[src/rtl/cpu_pkg.sv]
// rtl/cpu_pkg.sv - shared widths, fetch FSM states and queue entry type for the cpu core
package cpu_pkg;

    localparam int ADDR_W = 4;
    localparam int CMD_W  = 16;

    typedef enum logic [1:0] {
        IDLE,
        WAIT,
        DRAIN
    } fetch_state_t;

    typedef struct packed {
        logic [CMD_W-1:0]  cmd;
        logic [ADDR_W-1:0] pc;
    } fetch_entry_t;

endpackage

[src/rtl/fetch_fifo.sv]
// rtl/fetch_fifo.sv - 2-entry registered queue of fetched commands with flush
module fetch_fifo
    import cpu_pkg::*;
(
    input  logic         i_clk,
    input  logic         i_rst,
    input  logic         i_push,
    input  fetch_entry_t i_entry,
    input  logic         i_pop,
    input  logic         i_flush,
    output fetch_entry_t o_head,
    output logic [1:0]   o_count
);

    fetch_entry_t r_head;
    fetch_entry_t r_tail;
    logic [1:0]   r_count;

    // Head always lives in r_head so the downstream view comes straight from a register.
    always_ff @(posedge i_clk) begin
        if (i_rst) begin
            r_head  <= '0;
            r_tail  <= '0;
            r_count <= '0;
        end else if (i_flush) begin
            r_count <= '0;
        end else begin
            case ({i_push, i_pop})
                2'b10: begin
                    if (r_count == 2'd0) begin
                        r_head <= i_entry;
                    end else begin
                        r_tail <= i_entry;
                    end
                    r_count <= r_count + 2'd1;
                end
                2'b01: begin
                    r_head  <= r_tail;
                    r_count <= r_count - 2'd1;
                end
                2'b11: begin
                    if (r_count == 2'd2) begin
                        r_head <= r_tail;
                        r_tail <= i_entry;
                    end else begin
                        r_head <= i_entry;
                    end
                end
                default: begin
                end
            endcase
        end
    end

    assign o_head  = r_head;
    assign o_count = r_count;

endmodule

[src/rtl/cmd_fetch.sv]
// rtl/cmd_fetch.sv - instruction fetch stage: PC walk, command memory handshake, redirect and halt
module cmd_fetch #(
    parameter int ADDR_W = cpu_pkg::ADDR_W,
    parameter int CMD_W  = cpu_pkg::CMD_W,
    parameter logic [ADDR_W-1:0] RESET_PC = '0
) (
    input  logic              clk,
    input  logic              rst,
    output logic              cmd_req,
    output logic [ADDR_W-1:0] cmd_adr,
    input  logic              cmd_ack,
    input  logic [CMD_W-1:0]  cmd_data,
    output logic              instr_valid,
    input  logic              instr_ready,
    output logic [CMD_W-1:0]  instr,
    output logic [ADDR_W-1:0] instr_pc,
    input  logic              redirect,
    input  logic [ADDR_W-1:0] redirect_pc,
    input  logic              halt
);

    import cpu_pkg::*;

    fetch_state_t      r_state;
    fetch_state_t      w_state_next;
    logic [ADDR_W-1:0] r_pc;
    logic [ADDR_W-1:0] w_pc_next;
    logic [ADDR_W-1:0] r_pend_pc;
    logic [ADDR_W-1:0] w_pend_pc_next;

    logic              w_push;
    logic              w_pop;
    logic [1:0]        w_count;
    logic [1:0]        w_count_next;
    logic              w_space;
    fetch_entry_t      w_entry;
    fetch_entry_t      w_head;

    assign cmd_req     = (r_state != IDLE);
    assign cmd_adr     = r_pc;
    assign instr_valid = (w_count != 2'd0);
    assign instr       = w_head.cmd;
    assign instr_pc    = w_head.pc;

    // Only a WAIT-state ack carries live data; DRAIN acks belong to a flushed path.
    assign w_push = (r_state == WAIT) && cmd_ack && !redirect;
    assign w_pop  = instr_valid && instr_ready && !redirect;

    assign w_count_next = redirect ? 2'd0 : (w_count + {1'b0, w_push} - {1'b0, w_pop});
    assign w_space      = (w_count_next < 2'd2);

    assign w_entry.cmd = cmd_data;
    assign w_entry.pc  = r_pc;

    fetch_fifo u_fifo (
        .i_clk   (clk),
        .i_rst   (rst),
        .i_push  (w_push),
        .i_entry (w_entry),
        .i_pop   (w_pop),
        .i_flush (redirect),
        .o_head  (w_head),
        .o_count (w_count)
    );

    always_ff @(posedge clk) begin
        if (rst) begin
            r_state   <= IDLE;
            r_pc      <= RESET_PC;
            r_pend_pc <= RESET_PC;
        end else begin
            r_state   <= w_state_next;
            r_pc      <= w_pc_next;
            r_pend_pc <= w_pend_pc_next;
        end
    end

    always_comb begin
        w_state_next   = r_state;
        w_pc_next      = r_pc;
        w_pend_pc_next = r_pend_pc;
        case (r_state)
            IDLE: begin
                if (redirect) begin
                    w_pc_next = redirect_pc;
                end
                if (!halt && w_space) begin
                    w_state_next = WAIT;
                end
            end
            WAIT: begin
                if (cmd_ack) begin
                    if (redirect) begin
                        w_pc_next    = redirect_pc;
                        w_state_next = halt ? IDLE : WAIT;
                    end else begin
                        w_pc_next    = r_pc + 1'b1;
                        w_state_next = (!halt && w_space) ? WAIT : IDLE;
                    end
                end else if (redirect) begin
                    // Request must stay stable until acked, so the target is parked.
                    w_pend_pc_next = redirect_pc;
                    w_state_next   = DRAIN;
                end
            end
            DRAIN: begin
                if (cmd_ack) begin
                    w_pc_next    = redirect ? redirect_pc : r_pend_pc;
                    w_state_next = halt ? IDLE : WAIT;
                end else if (redirect) begin
                    w_pend_pc_next = redirect_pc;
                end
            end
            default: begin
                w_state_next = IDLE;
            end
        endcase
    end

endmodule

[config.mk]
export PLATFORM = sky130hd
export DESIGN_NAME = cmd_fetch
export DESIGN_NICKNAME = d
export VERILOG_FILES = /design/src/rtl/cpu_pkg.sv /design/src/rtl/fetch_fifo.sv /design/src/rtl/cmd_fetch.sv
export SDC_FILE = /design/constraint.sdc
export NUM_CORES = 1
export LEC_CHECK = 0
export CAP_MARGIN = 20
export CORE_ASPECT_RATIO = 0.7
export CORE_MARGIN = 5
export CORE_UTILIZATION = 43
export CTS_CLUSTER_DIAMETER = 50
export DETAILED_ROUTE_END_ITERATION = 10
export DONT_BUFFER_PORTS = 1
export GPL_ROUTABILITY_DRIVEN = 0
export GPL_TIMING_DRIVEN = 0
export PLACE_DENSITY = 0.6
export SLEW_MARGIN = 20
export SYNTH_ARGS = -nofsm -noshare
export SYNTH_HDL_FRONTEND = slang
export SYNTH_SLANG_ARGS = --single-unit
[constraint.sdc]
create_clock -name clk -period 3 [get_ports clk]
set_input_delay 0.6 -clock clk [delete_from_list [all_inputs] [get_ports clk]]
set_output_delay 0.6 -clock clk [all_outputs]
set_load 0.005 [all_outputs]
==> impl_metrics.py, run 1 <==
metrics = {
    "logic_synthesis": {
        "yosysWarnings": 0,
        "synth_ff_type": "dfxtp_1",
        "ys_types": 49,
        "synth_nets": 306,
        "seq_area_frac_synth_pct": 40.3,
        "syn_area_per_cell_um2": 9.57,
        "synth-edff-count": 0,
        "synth_top_area_cell": "dfxtp_1",
        "synth_cells": 270,
        "async_reset_ff_share_pct": 0,
        "ys_ff_latch": 52,
        "synth.cell_area_um2": 2580,
        "synth.top_cell.area_share_pct": 40.3,
        "synth_area_leaders": "dfxtp_1 40%, mux2i_1 9.3%, nor2_1 7.7%",
    },
    "clocking": {
        "tritoncts": "done",
        "root_buffer": "clkbuf_8",
        "cts_hold_buf": 0,
        "clockBufferDepth": 2,
        "cts_made_buffers": 5,
        "clk_pin_slew_worst_paths_ps": 100,
        "cts_resized": 0,
        "insertion_delay_ps": 300,
        "htree_levels": 2,
        "cts_setup_buffers": 0,
        "cts_sinks": 52,
    },
    "worst_setup_path": {
        "cpPeakStageDelay_ps": 350,
        "slowest_stage": "dfxtp_1",
        "cp-start-kind": "flop",
        "cp-end-kind": "flop",
        "critPathRequiredTime_ps": 3220,
        "crit_type": "flop to flop",
        "cp_max_fo": 10,
        "worstPathArrival_ps": 2930,
        "reg2regPathDepth": 11,
        "crit_path_cell_trace": "inv_1, ha_1, nor2b_1, nand2_1, inv_1, ha_1, nand2b_1, a211oi_2, clkbuf_2, a22oi_1, a211oi_1",
    },
    "drt": {
        "avgRoutedWirePerCell_um": 17.4,
        "drt_iter0_markers": 79,
        "vias": 1976,
        "ant_nets": 0,
        "viasPerCell": 5.60,
        "drt-total-wl_um": 6160,
        "drcViolationCount": 0,
        "dr.pass1.iters": 4,
    },
    "grt": {
        "grt_use_met1_pct": 23.1,
        "antenna_found_initial": 0,
        "use_met3_pct": 6.30,
        "gr-total-overflow": 0,
        "grt_pass1_wl_um": 10200,
        "grt_max_degree": 17,
        "grt_pass1_vias": 1958,
        "grtUsageMet2_pct": 26.0,
        "grt_use_total_pct": 16.8,
        "top_usage_layer": "met2",
    },
    "hold_path": {
        "min_path_cells": 2,
        "hold_class": "input pin to flop",
    },
    "place": {
        "dpl.hpwl_um": 4350,
        "io_buffer_count": 0,
    },
    "sta": {
        "hold_viol_final": 0,
        "fin_crit_ps": 2720,
        "fin_tns_setup_ps": 0,
        "fin_crit_sh_pct": 90.6,
        "setup_violations": 0,
        "fmax_mhz": 368,
        "relSlewSlack_pct": 54.3,
        "worst_pin_slew_ps": 685,
        "rsz0062_at_grt": "no",
        "maxSlewViolCount": 0,
        "worst_clock_skew_ps": 3.44,
    },
    "die": {
        "io_pins": 52,
        "start_util_pct": 44.7,
        "die_w_um": 103,
        "dieArea_um2": 7680,
        "num_rows": 23,
        "core_um2": 5780,
        "die_height_um": 74.9,
    },
    "finish": {
        "final_common_cell": "nor2_1",
        "fin_nets": 313,
        "fillers": 556,
        "antennaDiodeCount": 0,
        "fin_util_pct": 47.8,
        "drive_gt1_share_pct": 12.6,
        "area_growth_pct": 7.02,
        "final_cell_mix": "53 x nor2_1, 52 x dfxtp_1, 24 x mux2i_1",
    },
    "outcome": {
        "outcome": "completed",
    },
    "run": {
        "cap_viol_max_count": 0,
    },
    "power_and_ir_drop": {
        "power_leakage_nw": 0.995,
        "p_per_area_nw_per_um2": 542,
        "ir_drop_uv": 214,
    },
}
path summary, 6_finish.rpt:
check            startpoint                end  slack [ps]
min          redirect_pc[0]       r_pend_pc[0]         440
min reg2reg    r_pend_pc[0]       r_pend_pc[0]         500
max              r_state[1]  u_fifo.o_head[11]         280
max reg2reg      r_state[1]  u_fifo.o_head[11]         280
sequential cells by signal, indices dropped and copies added (netlist names):
signal,count
u_fifo.r_tail,20
r_state,2
r_pend_pc,4
cmd_adr,4
u_fifo.o_count,2
u_fifo.o_head,20
critical path, delay by kind of cell, from the launching register on:
kind / cells / cell delay, ps
adder cells (fa/ha/maj): 2 / 590
buffers and inverters: 3 / 500
flip-flops: 1 / 350
AND/OR/NAND/NOR: 3 / 500
AO/OA/AOI/OAI: 3 / 670
stage by stage:
stage               hold slack (ps)  power (mW)  std cells  cell area [um^2]  setup slack (ps)
floorplan                       455        1.04        270              2580               601
CTS                             433        1.52        353              2770               289
global route                    428        1.61        353              2770              69.0
finish                          440        1.50        353              2770               282
detailed placement              480        1.11        345              2680               293
global placement                470        1.11        345              2680               359
cell type report:
class                           instances  area [um^2]  share of cell area, %
Clock buffer                            5         68.8                   2.49
Multi-Input combinational cell        191         1410                   51.1
Inverter                                8         30.0                   1.09
Tap cell                               75         93.8                   3.39
Buffer                                 19          100                   3.62
Sequential cell                        52         1040                   37.6
Clock inverter                          3         18.8                  0.679
Yosys cell counts, drive strengths merged, types with 2 or more instances:
master   n
buf      9
o21ai    4
a22o     2
dfxtp   52
nand2b   4
a311oi   2
a32oi    2
a211oi  22
nand3    3
nand3b   2
nand2    4
clkbuf  10
ha      10
a22oi   21
xnor2    4
or3      2
a31oi    2
nor3     2
mux2i   24
nor2    54
nor2b    7
a311o    2
a21oi    2
inv      8
metal layers:
layer	part of all wire, %	vias to the layer above
li1	-	984
met1	47	936
met2	43	52
met3	10	4
met4	0.52	0
met5	0	-
kinds of logic (layout without fill, tap and decap cells):
logic type                 after synthesis  in the layout  synth area share (%)
muxes                                   25             25                  9.73
AOI/OAI and AO/OA                       67             67                  22.9
and+or+nand+nor                         84             84                  15.5
adders and majority gates               10             10                  4.84
buffers and inverters                   27             35                  5.04
xor gates and xnor gates                 5              5                  1.69
DFF                                     52             52                  40.3
power by group:
| part | leakage, nW | internal, mW | switching (mW) |
|---|---|---|---|
| Sequential | 0.421 | 0.734 | 0.0581 |
| Combinational | 0.526 | 0.128 | 0.177 |
| Clock | 0.0479 | 0.163 | 0.238 |
(Power assumes the default switching activity.)
==> run 2, diff against run 1 <==
Settings changed: SLEW_MARGIN 20 to not set, SYNTH_HIERARCHICAL set to 1.
==> run 2 against run 1 <==
Wire length grew 18%. Non-clock buffer count rose by 16. Clock skew increased by 7.3 ps. First-iteration DRC count grew 120%. Synthesized area rose by 13%. Register-to-register slack improved by 260 ps. Largest cell class unchanged. Largest power group unchanged. Highest routed layer unchanged.
==> impl_metrics.py, run 2 <==
metrics = {
    "worst_setup_path": {
        "crit_path_cell_trace": "inv_1, ha_1, buf_6, nor2b_2, and2_1, inv_1, ha_1, nor2_1, clkbuf_1, a21oi_1, a311oi_2",
        "reg2reg_slack_ps": 550,
        "crit_type": "flop to flop",
        "cp-start-kind": "flop",
        "slowest_stage": "clkbuf_1",
        "cp-end-kind": "flop",
        "cp_max_fo": 10,
        "crit_buf_inv": 4,
        "crit_family": "buffers and inverters",
        "critPathRequiredTime_ps": 3220,
        "cpPeakStageDelay_ps": 370,
        "worstPathArrival_ps": 2680,
    },
    "power_and_ir_drop": {
        "pwr-share-comb_pct": 15.4,
        "sw_frac_of_total_pct": 27.4,
        "p_per_area_nw_per_um2": 474,
        "ir_drop_uv": 290,
        "power_switching_mw": 0.412,
        "power_leakage_nw": 1.05,
        "total_power_mw": 1.50,
        "power.internal_mw": 1.09,
        "clockPowerShare_pct": 34.0,
        "pwr-share-seq_pct": 50.6,
    },
    "logic_synthesis": {
        "synth_area_leaders": "dfxtp_1 36%, a311oi_2 10%, a21oi_1 7.7%",
        "synth_top_area_cell": "dfxtp_1",
        "synth_top_family_by_area": "compound AO/OA/AOI/OAI gates",
        "synth.cell_area_um2": 2930,
        "synth_ff_type": "dfxtp_1",
        "ys_ff_latch": 52,
        "async_reset_ff_share_pct": 0,
        "synth_nets": 358,
        "synth-edff-count": 0,
        "seq_area_frac_synth_pct": 35.6,
        "synth_compound_area_share_pct": 37.6,
        "ys_types": 48,
        "synth-xor-area-share_pct": 1.80,
        "synth.top_cells.by_count": "52 x dfxtp_1, 45 x a21oi_1, 21 x nand3_1",
        "yosysWarnings": 6,
        "synth_fa_ha_area_share_pct": 4.28,
        "synthMuxAreaShare_pct": 1.75,
        "synth.top_cell.area_share_pct": 35.6,
        "synth-simple-area-share_pct": 10.8,
        "synth.most_common_cell": "dfxtp_1",
        "syn_area_per_cell_um2": 9.09,
        "synth_cells": 322,
    },
    "hold_path": {
        "hold_class": "input pin to flop",
    },
    "clocking": {
        "insertion_delay_ps": 300,
        "cts_made_buffers": 5,
        "cts_resized": 0,
        "cts_sinks": 52,
        "cts_hold_buf": 0,
        "htree_levels": 2,
        "cts_setup_buffers": 0,
        "tritoncts": "done",
        "clockBufferDepth": 2,
        "clk_pin_slew_worst_paths_ps": 100,
        "root_buffer": "clkbuf_8",
    },
    "finish": {
        "final_cell_mix": "52 x dfxtp_1, 45 x a21oi_1, 21 x nand3_1",
        "final_common_cell": "dfxtp_1",
        "area_growth_pct": 8.17,
        "fin_nets": 365,
        "fin_cells": 424,
        "drive_gt1_share_pct": 19.7,
        "fillers": 662,
        "antennaDiodeCount": 0,
    },
    "run": {
        "cap_viol_max_count": 0,
    },
    "drt": {
        "drcViolationCount": 0,
        "drt-total-wl_um": 7250,
        "vias": 2375,
        "drt_iter0_markers": 177,
        "ant_nets": 0,
        "viasPerCell": 5.60,
        "avgRoutedWirePerCell_um": 17.1,
        "dr.pass1.iters": 4,
    },
    "die": {
        "dieArea_um2": 8580,
        "start_util_pct": 43.7,
        "io_pins": 52,
        "num_rows": 25,
        "core_um2": 6690,
        "die_w_um": 109,
        "die_height_um": 79.0,
    },
    "sta": {
        "worst_clock_skew_ps": 10.8,
        "fmax_mhz": 408,
        "relSlewSlack_pct": 57.3,
        "fin_crit_sh_pct": 81.8,
        "hold_viol_final": 0,
        "worst_pin_slew_ps": 640,
        "setup_violations": 0,
        "maxSlewViolCount": 0,
        "fin_crit_ps": 2450,
        "rsz0062_at_grt": "no",
        "fin_tns_setup_ps": 0,
    },
    "grt": {
        "antenna_found_initial": 0,
        "grt_max_degree": 17,
        "grt_pass1_wl_um": 11500,
        "grt_use_total_pct": 16.6,
        "grt_pass1_vias": 2195,
        "gr-total-overflow": 0,
    },
    "place": {
        "dp.cells": 416,
        "io_buffer_count": 0,
        "dpl.hpwl_um": 5600,
    },
    "outcome": {
        "outcome": "completed",
    },
}
==> run 2: path summary, 6_finish.rpt <==
check                                        from           endpoint  depth (start not counted)
worst max-delay path                   r_state[1]  u_fifo/o_head[15]                         11
worst min-delay path                     redirect  u_fifo/o_count[1]                          1
worst max register to register         r_state[1]  u_fifo/o_head[15]                         11
worst min register to register  u_fifo/r_tail[10]  u_fifo/r_tail[10]                          2
==> run 2: logic make-up (layout without fill, tap and decap cells) <==
family	after synthesis	in the layout
mux	5	5
compound gates	146	146
buf+inv	43	51
xor+xnor	6	6
flops	52	52
fa+ha+maj	10	10
simple gates	60	60
==> run 2: metal layers <==
metal / vias to the layer above / part of all wire, % / track usage (%)
met3: 2 / 7.5 / 5.12
met1: 1088 / 52 / 25.3
li1: 1227 / - / -
met5: - / 0 / 0
met4: 0 / 0.30 / 3.03
met2: 58 / 40 / 22.9
==> run 2: power by group through the flow <==
stage	registers [mW]	clock network [mW]	logic [mW]
after floorplan	0.761	0	0.193
final	0.759	0.511	0.231
after global routing	0.766	0.554	0.257
after CTS	0.761	0.522	0.232
after detailed placement	0.777	0	0.231
after global placement	0.776	0	0.230
==> run 2: per-stage QoR <==
stage	hold slack [ps]	cell area, um^2	setup WS [ps]	util [%]
floorplan	447	2930	752	-
global placement	461	3040	515	45.5
detailed placement	465	3040	542	45.5
CTS	357	3170	518	47.3
global route	358	3170	323	47.3
finish	369	3170	546	47.3
==> run 2: area by class of cell <==
type,count,area [um^2],area share [%]
Buffer,35,209,6.60
Sequential cell,52,1040,32.9
Tap cell,94,118,3.72
Clock inverter,2,38.8,1.23
Inverter,8,30.0,0.949
Multi-Input combinational cell,227,1650,52.0
Clock buffer,6,82.6,2.61
